===== src/rtl/lcd_hd44780_pkg.sv =====
// -----------------------------------------------------------------------------
// lcd_hd44780_pkg
// Shared definitions for the HD44780-compatible responder:
//   - state_t      : bus FSM state encoding
//   - CMD_*        : command opcode masks (highest set bit selects the command)
//   - LINE*_BASE/END : DDRAM line address bounds as seen by the address counter
//   - BLANK_CHAR   : fill value written by Clear Display
//   - ac_next / ac_legal / ac_to_idx / shift_step : address and shift helpers
// -----------------------------------------------------------------------------
package lcd_hd44780_pkg;

  typedef enum logic [1:0] {
    ST_IDLE,
    ST_E_HIGH,
    ST_DECODE,
    ST_EXEC
  } state_t;

  localparam logic [7:0] CMD_SET_DDRAM = 8'h80;
  localparam logic [7:0] CMD_SET_CGRAM = 8'h40;
  localparam logic [7:0] CMD_FUNC_SET  = 8'h20;
  localparam logic [7:0] CMD_SHIFT     = 8'h10;
  localparam logic [7:0] CMD_DISP_CTRL = 8'h08;
  localparam logic [7:0] CMD_ENTRY     = 8'h04;
  localparam logic [7:0] CMD_HOME      = 8'h02;
  localparam logic [7:0] CMD_CLEAR     = 8'h01;

  localparam logic [6:0] LINE0_BASE = 7'h00;
  localparam logic [6:0] LINE0_END  = 7'h27;
  localparam logic [6:0] LINE1_BASE = 7'h40;
  localparam logic [6:0] LINE1_END  = 7'h67;

  localparam logic [7:0] BLANK_CHAR  = 8'h20;
  localparam int         DDRAM_DEPTH = 80;
  localparam logic [5:0] SHIFT_MAX   = 6'd39;

  // Address counter step; the two lines form one 80-cell ring.
  function automatic logic [6:0] ac_next(input logic [6:0] ac, input logic inc);
    if (inc) begin
      if (ac == LINE0_END)      return LINE1_BASE;
      else if (ac == LINE1_END) return LINE0_BASE;
      else                      return ac + 7'd1;
    end else begin
      if (ac == LINE0_BASE)      return LINE1_END;
      else if (ac == LINE1_BASE) return LINE0_END;
      else                       return ac - 7'd1;
    end
  endfunction

  function automatic logic ac_legal(input logic [6:0] a);
    return (a <= LINE0_END) || ((a >= LINE1_BASE) && (a <= LINE1_END));
  endfunction

  // line*40 + col; illegal addresses fold onto cell 0.
  function automatic logic [6:0] ac_to_idx(input logic [6:0] ac);
    if (!ac_legal(ac)) return 7'd0;
    return ac[6] ? (7'd40 + {1'b0, ac[5:0]}) : {1'b0, ac[5:0]};
  endfunction

  function automatic logic [5:0] shift_step(input logic [5:0] s, input logic up);
    if (up) return (s == SHIFT_MAX) ? 6'd0 : s + 6'd1;
    else    return (s == 6'd0) ? SHIFT_MAX : s - 6'd1;
  endfunction

endpackage


===== src/rtl/lcd_ddram.sv =====
// -----------------------------------------------------------------------------
// lcd_ddram
// 80x8 display data RAM addressed in address-counter format (0x00-0x27,
// 0x40-0x67). One write port, one combinational bus read port, one
// registered debug peek port.
//   clk, rst   : clock, async active-high reset (peek register only)
//   we/waddr/wdata : write port
//   raddr/rdata    : bus read port (combinational)
//   peek_addr/peek_data : debug read, 1-cycle latency
// -----------------------------------------------------------------------------
module lcd_ddram
  import lcd_hd44780_pkg::*;
(
  input  logic       clk,
  input  logic       rst,
  input  logic       we,
  input  logic [6:0] waddr,
  input  logic [7:0] wdata,
  input  logic [6:0] raddr,
  output logic [7:0] rdata,
  input  logic [6:0] peek_addr,
  output logic [7:0] peek_data
);

  logic [7:0] mem [DDRAM_DEPTH];

  // NOTE: the array has no reset; contents are defined by Clear Display, and
  // leaving it unreset lets it map onto RAM rather than flops.
  always_ff @(posedge clk) begin
    if (we) mem[ac_to_idx(waddr)] <= wdata;
  end

  assign rdata = mem[ac_to_idx(raddr)];

  always_ff @(posedge clk or posedge rst) begin
    if (rst) peek_data <= '0;
    else     peek_data <= mem[ac_to_idx(peek_addr)];
  end

endmodule


===== src/rtl/lcd_hd44780_responder.sv =====
// -----------------------------------------------------------------------------
// lcd_hd44780_responder
// Display-side HD44780-compatible responder for the 8-bit parallel bus.
// Latches rs/rw/data after a synchronized E rise, executes on E fall, models
// busy timing, and answers status and DDRAM reads while E is high.
// Ports:
//   clk, rst                  : clock, async active-high reset
//   lcd_data/lcd_rs/lcd_rw/lcd_e : bus from the driver
//   lcd_dout/lcd_doe          : read-back data and its valid
//   busy, addr_cnt            : BF and AC
//   disp_on/cursor_on/blink_on, disp_shift : display state
//   peek_addr/peek_char       : debug DDRAM read, 1-cycle latency
//   cmd_strobe                : pulse per accepted write
//   err_busy_wr               : sticky, write arrived while busy
// Optional (macro LCD_TIMING_CHECK_EN): err_timing, sticky, short E-high
// width or bus change while E is high.
// -----------------------------------------------------------------------------
module lcd_hd44780_responder
  import lcd_hd44780_pkg::*;
#(
  parameter int CMD_CYC   = 1850,
  parameter int CLR_CYC   = 76000,
  parameter int E_MIN_CYC = 12
) (
  input  logic       clk,
  input  logic       rst,
`ifdef LCD_TIMING_CHECK_EN
  output logic       err_timing,
`endif
  input  logic [7:0] lcd_data,
  input  logic       lcd_rs,
  input  logic       lcd_rw,
  input  logic       lcd_e,
  output logic [7:0] lcd_dout,
  output logic       lcd_doe,
  output logic       busy,
  output logic [6:0] addr_cnt,
  output logic       disp_on,
  output logic       cursor_on,
  output logic       blink_on,
  output logic [5:0] disp_shift,
  input  logic [6:0] peek_addr,
  output logic [7:0] peek_char,
  output logic       cmd_strobe,
  output logic       err_busy_wr
);

  localparam int CNT_MAX = (CLR_CYC > CMD_CYC) ? CLR_CYC : CMD_CYC;
  localparam int CNT_W   = $clog2(CNT_MAX + 1);

  state_t           state;
  logic [2:0]       e_sync;
  logic             e_rise, e_fall;
  logic             rs_q, rw_q;
  logic [7:0]       data_q;
  logic [CNT_W-1:0] busy_cnt;
  logic             inc_dec, ent_shift;
  logic             clr_active;
  logic [6:0]       clr_addr;
  logic             dat_wr, clr_cmd;
  logic             ram_we;
  logic [6:0]       ram_waddr;
  logic [7:0]       ram_wdata, bus_rdata;

  assign e_rise  = e_sync[1] & ~e_sync[2];
  assign e_fall  = ~e_sync[1] & e_sync[2];
  assign dat_wr  = (state == ST_DECODE) && !rw_q && rs_q && !busy;
  assign clr_cmd = !rs_q && (data_q[7:2] == 6'd0) && (data_q[1:0] != 2'd0);

  // NOTE: combinational outputs get a default first so no path infers a latch.
  always_comb begin
    ram_we    = 1'b0;
    ram_waddr = addr_cnt;
    ram_wdata = data_q;
    if (clr_active) begin
      ram_we    = 1'b1;
      ram_waddr = clr_addr;
      ram_wdata = BLANK_CHAR;
    end else if (dat_wr) begin
      ram_we = 1'b1;
    end
  end

  lcd_ddram u_ddram (
    .clk       (clk),
    .rst       (rst),
    .we        (ram_we),
    .waddr     (ram_waddr),
    .wdata     (ram_wdata),
    .raddr     (addr_cnt),
    .rdata     (bus_rdata),
    .peek_addr (peek_addr),
    .peek_data (peek_char)
  );

  // NOTE: sequential state uses non-blocking assignments so every register
  // samples pre-edge values regardless of statement order.
  always_ff @(posedge clk or posedge rst) begin
    if (rst) begin
      state       <= ST_IDLE;
      e_sync      <= '0;
      rs_q        <= 1'b0;
      rw_q        <= 1'b0;
      data_q      <= '0;
      busy        <= 1'b0;
      busy_cnt    <= '0;
      addr_cnt    <= '0;
      inc_dec     <= 1'b1;
      ent_shift   <= 1'b0;
      disp_on     <= 1'b0;
      cursor_on   <= 1'b0;
      blink_on    <= 1'b0;
      disp_shift  <= '0;
      clr_active  <= 1'b0;
      clr_addr    <= '0;
      lcd_dout    <= '0;
      lcd_doe     <= 1'b0;
      cmd_strobe  <= 1'b0;
      err_busy_wr <= 1'b0;
    end else begin
      e_sync     <= {e_sync[1:0], lcd_e};
      cmd_strobe <= 1'b0;

      // Busy countdown runs independently of the bus FSM.
      if (busy) begin
        if (busy_cnt == '0) busy <= 1'b0;
        else                busy_cnt <= busy_cnt - 1'b1;
      end

      // Clear fill walks the whole AC ring, one cell per cycle.
      if (clr_active) begin
        if (clr_addr == LINE1_END) begin
          clr_active <= 1'b0;
          addr_cnt   <= LINE0_BASE;
          disp_shift <= '0;
          inc_dec    <= 1'b1;
        end else begin
          clr_addr <= ac_next(clr_addr, 1'b1);
        end
      end

      case (state)
        ST_IDLE, ST_EXEC: begin
          if (e_rise) begin
            state    <= ST_E_HIGH;
            rs_q     <= lcd_rs;
            rw_q     <= lcd_rw;
            data_q   <= lcd_data;
            lcd_doe  <= lcd_rw;
            lcd_dout <= lcd_rs ? bus_rdata : {busy, addr_cnt};
          end else if (state == ST_EXEC && !busy) begin
            state <= ST_IDLE;
          end
        end

        ST_E_HIGH: begin
          if (e_fall) begin
            lcd_doe <= 1'b0;
            if (rw_q) begin
              state <= ST_IDLE;
              if (rs_q && !busy) addr_cnt <= ac_next(addr_cnt, inc_dec);
            end else begin
              state <= ST_DECODE;
            end
          end else begin
            lcd_doe  <= rw_q;
            lcd_dout <= rs_q ? bus_rdata : {busy, addr_cnt};
          end
        end

        ST_DECODE: begin
          if (busy) begin
            err_busy_wr <= 1'b1;
            state       <= ST_IDLE;
          end else begin
            cmd_strobe <= 1'b1;
            busy       <= 1'b1;
            busy_cnt   <= clr_cmd ? CNT_W'(CLR_CYC - 1) : CNT_W'(CMD_CYC - 1);
            state      <= ST_EXEC;
            if (rs_q) begin
              addr_cnt <= ac_next(addr_cnt, inc_dec);
              if (ent_shift) disp_shift <= shift_step(disp_shift, inc_dec);
            end else if ((data_q & CMD_SET_DDRAM) != '0) begin
              addr_cnt <= ac_legal(data_q[6:0]) ? data_q[6:0] : LINE0_BASE;
            end else if ((data_q & (CMD_SET_CGRAM | CMD_FUNC_SET)) != '0) begin
              // CGRAM address and function set are accepted without effect.
            end else if ((data_q & CMD_SHIFT) != '0) begin
              if (data_q[3]) disp_shift <= shift_step(disp_shift, data_q[2]);
              else           addr_cnt   <= ac_next(addr_cnt, data_q[2]);
            end else if ((data_q & CMD_DISP_CTRL) != '0) begin
              disp_on   <= data_q[2];
              cursor_on <= data_q[1];
              blink_on  <= data_q[0];
            end else if ((data_q & CMD_ENTRY) != '0) begin
              inc_dec   <= data_q[1];
              ent_shift <= data_q[0];
            end else if ((data_q & CMD_HOME) != '0) begin
              addr_cnt   <= LINE0_BASE;
              disp_shift <= '0;
            end else if ((data_q & CMD_CLEAR) != '0) begin
              clr_active <= 1'b1;
              clr_addr   <= LINE0_BASE;
            end
          end
        end

        default: state <= ST_IDLE;
      endcase
    end
  end

`ifdef LCD_TIMING_CHECK_EN
  logic [15:0] e_width;

  // Width is counted in synchronized cycles; bus changes are compared against
  // the values latched at the E rise.
  always_ff @(posedge clk or posedge rst) begin
    if (rst) begin
      err_timing <= 1'b0;
      e_width    <= '0;
    end else begin
      if (e_rise && (state == ST_IDLE || state == ST_EXEC)) begin
        e_width <= 16'd1;
      end else if (state == ST_E_HIGH && e_width != 16'hFFFF) begin
        e_width <= e_width + 16'd1;
      end
      if (state == ST_E_HIGH) begin
        if (e_fall && e_width < 16'(E_MIN_CYC)) err_timing <= 1'b1;
        if ({lcd_rs, lcd_rw, lcd_data} != {rs_q, rw_q, data_q}) err_timing <= 1'b1;
      end
    end
  end
`endif

endmodule


===== config.mk =====
export PLATFORM = sky130hd
export DESIGN_NAME = lcd_hd44780_responder
export DESIGN_NICKNAME = d
export VERILOG_FILES = /design/src/rtl/lcd_hd44780_pkg.sv /design/src/rtl/lcd_ddram.sv /design/src/rtl/lcd_hd44780_responder.sv
export SDC_FILE = /design/constraint.sdc
export NUM_CORES = 2
export LEC_CHECK = 0
export BUFFER_PORTS_ARGS = -buffer_cell sky130_fd_sc_hd__buf_2
export CORE_UTILIZATION = 45
export DETAILED_ROUTE_END_ITERATION = 16
export GPL_TIMING_DRIVEN = 0
export PLACE_DENSITY = 0.66
export SETUP_SLACK_MARGIN = 0.4
export SYNTH_ARGS = -nofsm -noshare
export SYNTH_HDL_FRONTEND = slang
export SYNTH_SLANG_ARGS = --single-unit

===== constraint.sdc =====
create_clock -name clk -period 4.6 [get_ports clk]
set_input_delay 0.92 -clock clk [delete_from_list [all_inputs] [get_ports clk]]
set_output_delay 0.92 -clock clk [all_outputs]
set_load 0.03 [all_outputs]

# After elaboration in Yosys (flattened, before gate mapping)
# Memories as Yosys holds them, arrays and structs flattened. A register that Yosys moved wholly into a read port is not among the register bits.
# Index checks and enable logic that the tools add are counted.
# Widths: inputs -> output; s select.
# classes
addsub	9
n_mul	0
n_div	0
order_cmp	12
n_eq_ne	13
shift	0
muxes	115
bitwise_logic	10
n_reduce_logical	34
# ops
operator	count
$mux 7	43
$mux 6	17
$mux 17	5
$mux 8	5
$mux 1	36
$ge 7x7->1 const B	4
$le 7x6->1 const B	4
$le 7x7->1 const B	4
$add 6x6->7 const A	3
$eq 7x7->1 const B	3
$logic_not 17->1	1
$sub 17x1->17 const B	1
$pmux 8 s2	1
$add 7x1->7 const B	2
$eq 7x6->1 const B	2
$pmux 7 s2	1
$logic_not 6->1	2
$logic_and 1x1->1	11
$mux 2	5
$not 1->1	8
$reduce_and 2->1	4
$reduce_and 8->1	1
$reduce_bool 8->1	1
$logic_not 7->1	1
18 further kinds	28
# word_totals
reg_bits	70
latchBits	0
ramBits	640
rom_bits	0
inputBits	20
output_inout_bits	36
wordCells	214
mem_count	1
# memory_table
memory	depth	width	read_ports	rd_ports_with_merged_regs	write_ports	line_no	source
u_ddram.mem	80	8	2	1	1	lcd_ddram.sv:25	logic [7:0] mem [DDRAM_DEPTH];

# Longest topological paths before layout
# logic_depth
depth_word	14
mapped_depth	14
depth_no_buf	10

# Hierarchy
# From an unflattened synthesis, not the netlist that was laid out.
# unflattened
cells_unflattened	3391
area_unflattened_um2	37960.2
# by_module_without_submodules
module	n_inst	cells_each	area_per_inst_um2	seq_area_each_um2
lcd_ddram	1	2805	33076.7	19418.6
lcd_hd44780_responder	1	586	4883.4	1752.9

# Least setup slack after synthesis
# No wires, ideal clock.
# synth_timing
kind	reg2reg
start	reg clr_active
end	mem u_ddram.mem[0][6], data pin
t_arrival_ns	2.921
path_slack_ns	1.086
stages_incl_launch_ff	5
n_path_buf	3
period_less_slack_ns	3.514
path_cell_list	dfrtp_1 > buf_2 > clkbuf_1 > buf_1 > nor2b_1
# synth_via
elab_chain_cells	1
# synth_rtl
item	line_no	source
start, declared	lcd_hd44780_responder.sv:58	logic clr_active;
start signal, assigned	lcd_hd44780_responder.sv:114	clr_active <= 1'b0;
start signal, assigned	lcd_hd44780_responder.sv:133	clr_active <= 1'b0;
start signal, assigned	lcd_hd44780_responder.sv:201	clr_active <= 1'b1;
$mux 8	lcd_hd44780_responder.sv:75	if (clr_active) begin
via ram_wdata[6]	lcd_hd44780_responder.sv:63	logic [7:0] ram_wdata, bus_rdata;
end, declared	lcd_ddram.sv:25	
# The timed path passes the listed nets, and every way through them passes these cells.

# Worst setup path after layout
# layout_timing
start	in peek_addr[1]
end	reg u_ddram.peek_data[5], read port of u_ddram.mem
# layout_via
elab_chain_cells	4
word_cells_on_any_way	8
cone_classes	1 x add/sub; 3 x order compare; 2 x mux; 2 x reduce/logical
# layout_rtl
item	line_no	source
start, declared	lcd_hd44780_responder.sv:42	input logic [6:0] peek_addr,
$ge 7x7->1 or $le 7x7->1 (tied branches)	lcd_hd44780_pkg.sv:51	return (a <= LINE0_END) || ((a >= LINE1_BASE) && (a <= LINE1_END));
$logic_and 1x1->1	lcd_hd44780_pkg.sv:51	
$logic_or 1x1->1	lcd_hd44780_pkg.sv:51	
$mux 7 *	lcd_hd44780_pkg.sv:57	return ac[6] ? (7'd40 + {1'b0, ac[5:0]}) : {1'b0, ac[5:0]};
end, declared	lcd_ddram.sv:22	output logic [7:0] peek_data
# Every way passes the cells marked *; elsewhere a longest branch is shown, timed or not.
# A chain may end at the register's enable or synchronous reset.

==> impl_metrics.tcl <==
set metrics [dict create \
    outcome "finished, violations left" \
    violations "capacitance limit, slew limit, setup timing" \
    ys_types 85 \
    p_clk_frac 0.258 \
    critical_path_arrival_ps 5160 \
    drv_slew 62 \
    core_um2 82240 \
    cts.sinks 718 \
    reg2reg_slack_ps 100 \
    critPathKind "input port to flop" \
    drive_gt1_frac 0.1872 \
    cpPeakStageDelay_ps 900 \
    crit_path_top_delay_cell "clkbuf_1" \
    fin_skew_ps 30.63 \
    total_power_mw 26.22 \
    track_usage 0.4941 \
    async_flop_share 0.1086 \
    internal_power_mw 14.72 \
    dp.cells 4445 \
    synth.area.top_cells "edfxtp_1, mux2i_1, dfrtp_1" \
    syn_area_um2 37420 \
    final_design_area_no_fill_um2 43290 \
    numCtsBuffers 83 \
    place.gp.congestion 1.075 \
    tns_ps -73.70 \
    multi_input_area_um2 15450 \
    antenna_found_initial 19 \
    die_y_um 290.4 \
    nFillCells 7247 \
    start_util 0.4550 \
    path_buf_inv 3 \
    vias 34305 \
    yosysMostFrequentCell "edfxtp_1" \
    slew-limit-headroom -0.1159 \
    seqCellArea_um2 21170 \
    setup_violations 1 \
    nNetsFinal 3509 \
    path_delay_family "compound AO/OA/AOI/OAI gates" \
    p_seq_frac 0.322 \
    ant_nets 0 \
    worst_slack_ps -73.70 \
    synth_top_area_frac 0.5135 \
    synth-edff-count 640 \
    clk_pin_slew_ps 60 \
    cellPowerDensity_nw_per_um2 605.7 \
    cap_viol_max_count 6 \
    synth_ff_type "edfxtp_1" \
    pwr-share-comb 0.420 \
    die_width_um 290.4 \
    ys_seq_area_frac 0.5657 \
    switching_share 0.4387 \
    grt-ovfl-total 0 \
    hold_violations 0 \
    wl_per_cell_um 45.84 \
    power.switching_mw 11.50 \
    worstPathMaxFanout 10 \
    drc_errors 0 \
    cp-end-kind "flop" \
    first_global_vias 31191 \
    vdd_ir_drop_max_uv 405.5 \
    synth-seq-cells 718 \
    syn-instance-count 3298 \
    dpl.hpwl_mm 153.3 \
    placementRows 105 \
    synthToLayoutAreaGrowth_pct 15.68 \
    synth_top_area_cell "edfxtp_1" \
    yosys-top-cells-count "edfxtp_1, nor2_1, nand2_1" \
    cp.required_ps 5090 \
    holdWs_ps 211.4 \
    min_path_type "input port to asynchronous set/reset pin" \
    dr.pass1.iters 6 \
    wl_mm 212.3 \
    worstSetupStartpointType "input port" \
    ctsRootBufferMaster "clkbuf_16" \
    placed_cell_area_um2 39600 \
    cts.path.max_buffers 3 \
    yosysWarnings 0 \
    fin_crit_sh 1.016 \
    io_pins 56 \
    clk_latency_ps 680 \
    via_per_inst 7.406 \
    path_cells "buf_2 > buf_2 > nor4bb_1 > a211o_1 > and2_1 > clkbuf_1 > nand2_1 > a311oi_1 > o311ai_0 > a211oi_2" \
    rsz0062_at_grt "yes" \
    max_freq_ghz 0.2140 \
    io_buffers 55 \
    drt_iter0_drc 6504 \
    fin_crit_ps 4674 \
    grt_pass1_wl_mm 277.9 \
    cts_tree "done" \
    avgSynthCellArea_um2 11.35 \
    grt_max_degree 69 \
    dieArea_um2 84320 \
    htreeDepth 3 \
    p_leak_nw 14.71 \
    syn_nets 3337 \
    cp_common_cell "buf_2" \
    fin_cells 4632 \
    tightest_slew_ps 1674 \
]
## power by group through the flow
stage | Sequential, mW | Combinational (mW) | Clock (mW)
after floorplan | 8.74 | 4.51 | 0
after detailed placement | 8.57 | 9.85 | 0
after CTS | 8.44 | 10.1 | 6.72
after global routing | 8.47 | 10.8 | 6.93
final | 8.45 | 11.0 | 6.77
after global placement | 8.81 | 9.36 | 0
## area by class of cell
type | instances | share of cell area
diodes | 25 | 0.001445
multi-input cells | 2272 | 0.3569
plain buffers | 269 | 0.03682
flip-flops and latches | 718 | 0.4891
clock buffers | 115 | 0.05286
clock inverters | 37 | 0.009191
repair buffers | 88 | 0.01928
inverters | 38 | 0.003439
well taps | 1070 | 0.03093
## metrics by stage
step / util / setup slack (ps)
2_1_floorplan: - / 1086
5_1_grt: 0.5256 / 113.1
4_1_cts: 0.5206 / 13.86
3_5_place_dp: 0.4815 / -1636
6_report: 0.5264 / -73.70
3_3_place_gp: 0.4747 / -3644
## layer usage
metal,GRT usage,part of all wire
met5,0,0.00072
met4,0.3298,0.083
met3,0.2266,0.16
met2,0.6739,0.40
met1,0.6237,0.36
## cells by family (layout without fill, tap and decap cells)
logic type	count (synthesis)	count (layout)	share of synthesized area
AOI/OAI and AO/OA	1033	1033	0.1820
and+or+nand+nor	865	865	0.1063
DFF	718	718	0.5657
muxes	319	319	0.09542
buffers and inverters	308	547	0.03581
xor gates and xnor gates	36	36	0.008425
adders and majority gates	19	19	0.006352
other	0	25	0
## worst reg2reg max path, cell delays in order, from the launching register on
cell      delay [ps]
dfrtp_1          420
buf_2            290
clkbuf_1         860
clkbuf_1        1200
nor4_1           290
a21oi_1          350
o211ai_1         390
o211ai_1         420
a31oi_1          150
## path summary, 6_finish.rpt
| kind | from | endpoint | cells past startpoint |
|---|---|---|---|
| min in group clk | e_sync[0] | e_sync[1] | 0 |
| hold / removal | rst | lcd_dout[2] | 2 |
| hold reg to reg | e_sync[0] | e_sync[1] | 0 |
| max in group asynchronous | rst | inc_dec | 3 |
| setup / recovery | peek_addr[1] | u_ddram.peek_data[5] | 10 |
| setup reg to reg | addr_cnt[1] | lcd_dout[4] | 8 |
## sequential cells by signal, summed over array words and instances (netlist names), 2 cells and up
name and flops:
u_ddram.mem 640, clr_addr 7, disp_shift 6, u_ddram.peek_data 8, e_sync 3, lcd_dout 8, data_q 8, addr_cnt 7
state 2, busy_cnt 17
## placed cells by master (no fill, tap or decap), types with 47 or more instances in the layout
| master | count |
|---|---|
| nand3_1 | 52 |
| clkbuf_2 | 51 |
| nor2_1 | 244 |
| a211oi_1 | 92 |
| mux2_2 | 82 |
| mux2i_1 | 215 |
| dfrtp_1 | 76 |
| clkbuf_1 | 90 |
| o221ai_1 | 69 |
| buf_4 | 47 |
| buf_2 | 100 |
| edfxtp_1 | 640 |
| o211ai_1 | 54 |
| clkbuf_16 | 84 |
| a21oi_1 | 244 |
| a31oi_1 | 48 |
| o22ai_1 | 82 |
| o21ai_0 | 197 |
| nor2_2 | 56 |
| nand2_1 | 250 |
## repair_timing
| item | in CTS | in global routing |
|---|---|---|
| cloned | 0 | 0 |
| resized for setup | 206 | 141 |
| hold endpoints to repair | 0 | 0 |
| setup buffers | 4 | 7 |
| hold buffers | 0 | 0 |
| pin swaps | 7 | 15 |
| endpoints found under the setup margin | 207 | 416 |
Power figures use the tool's default switching activity.
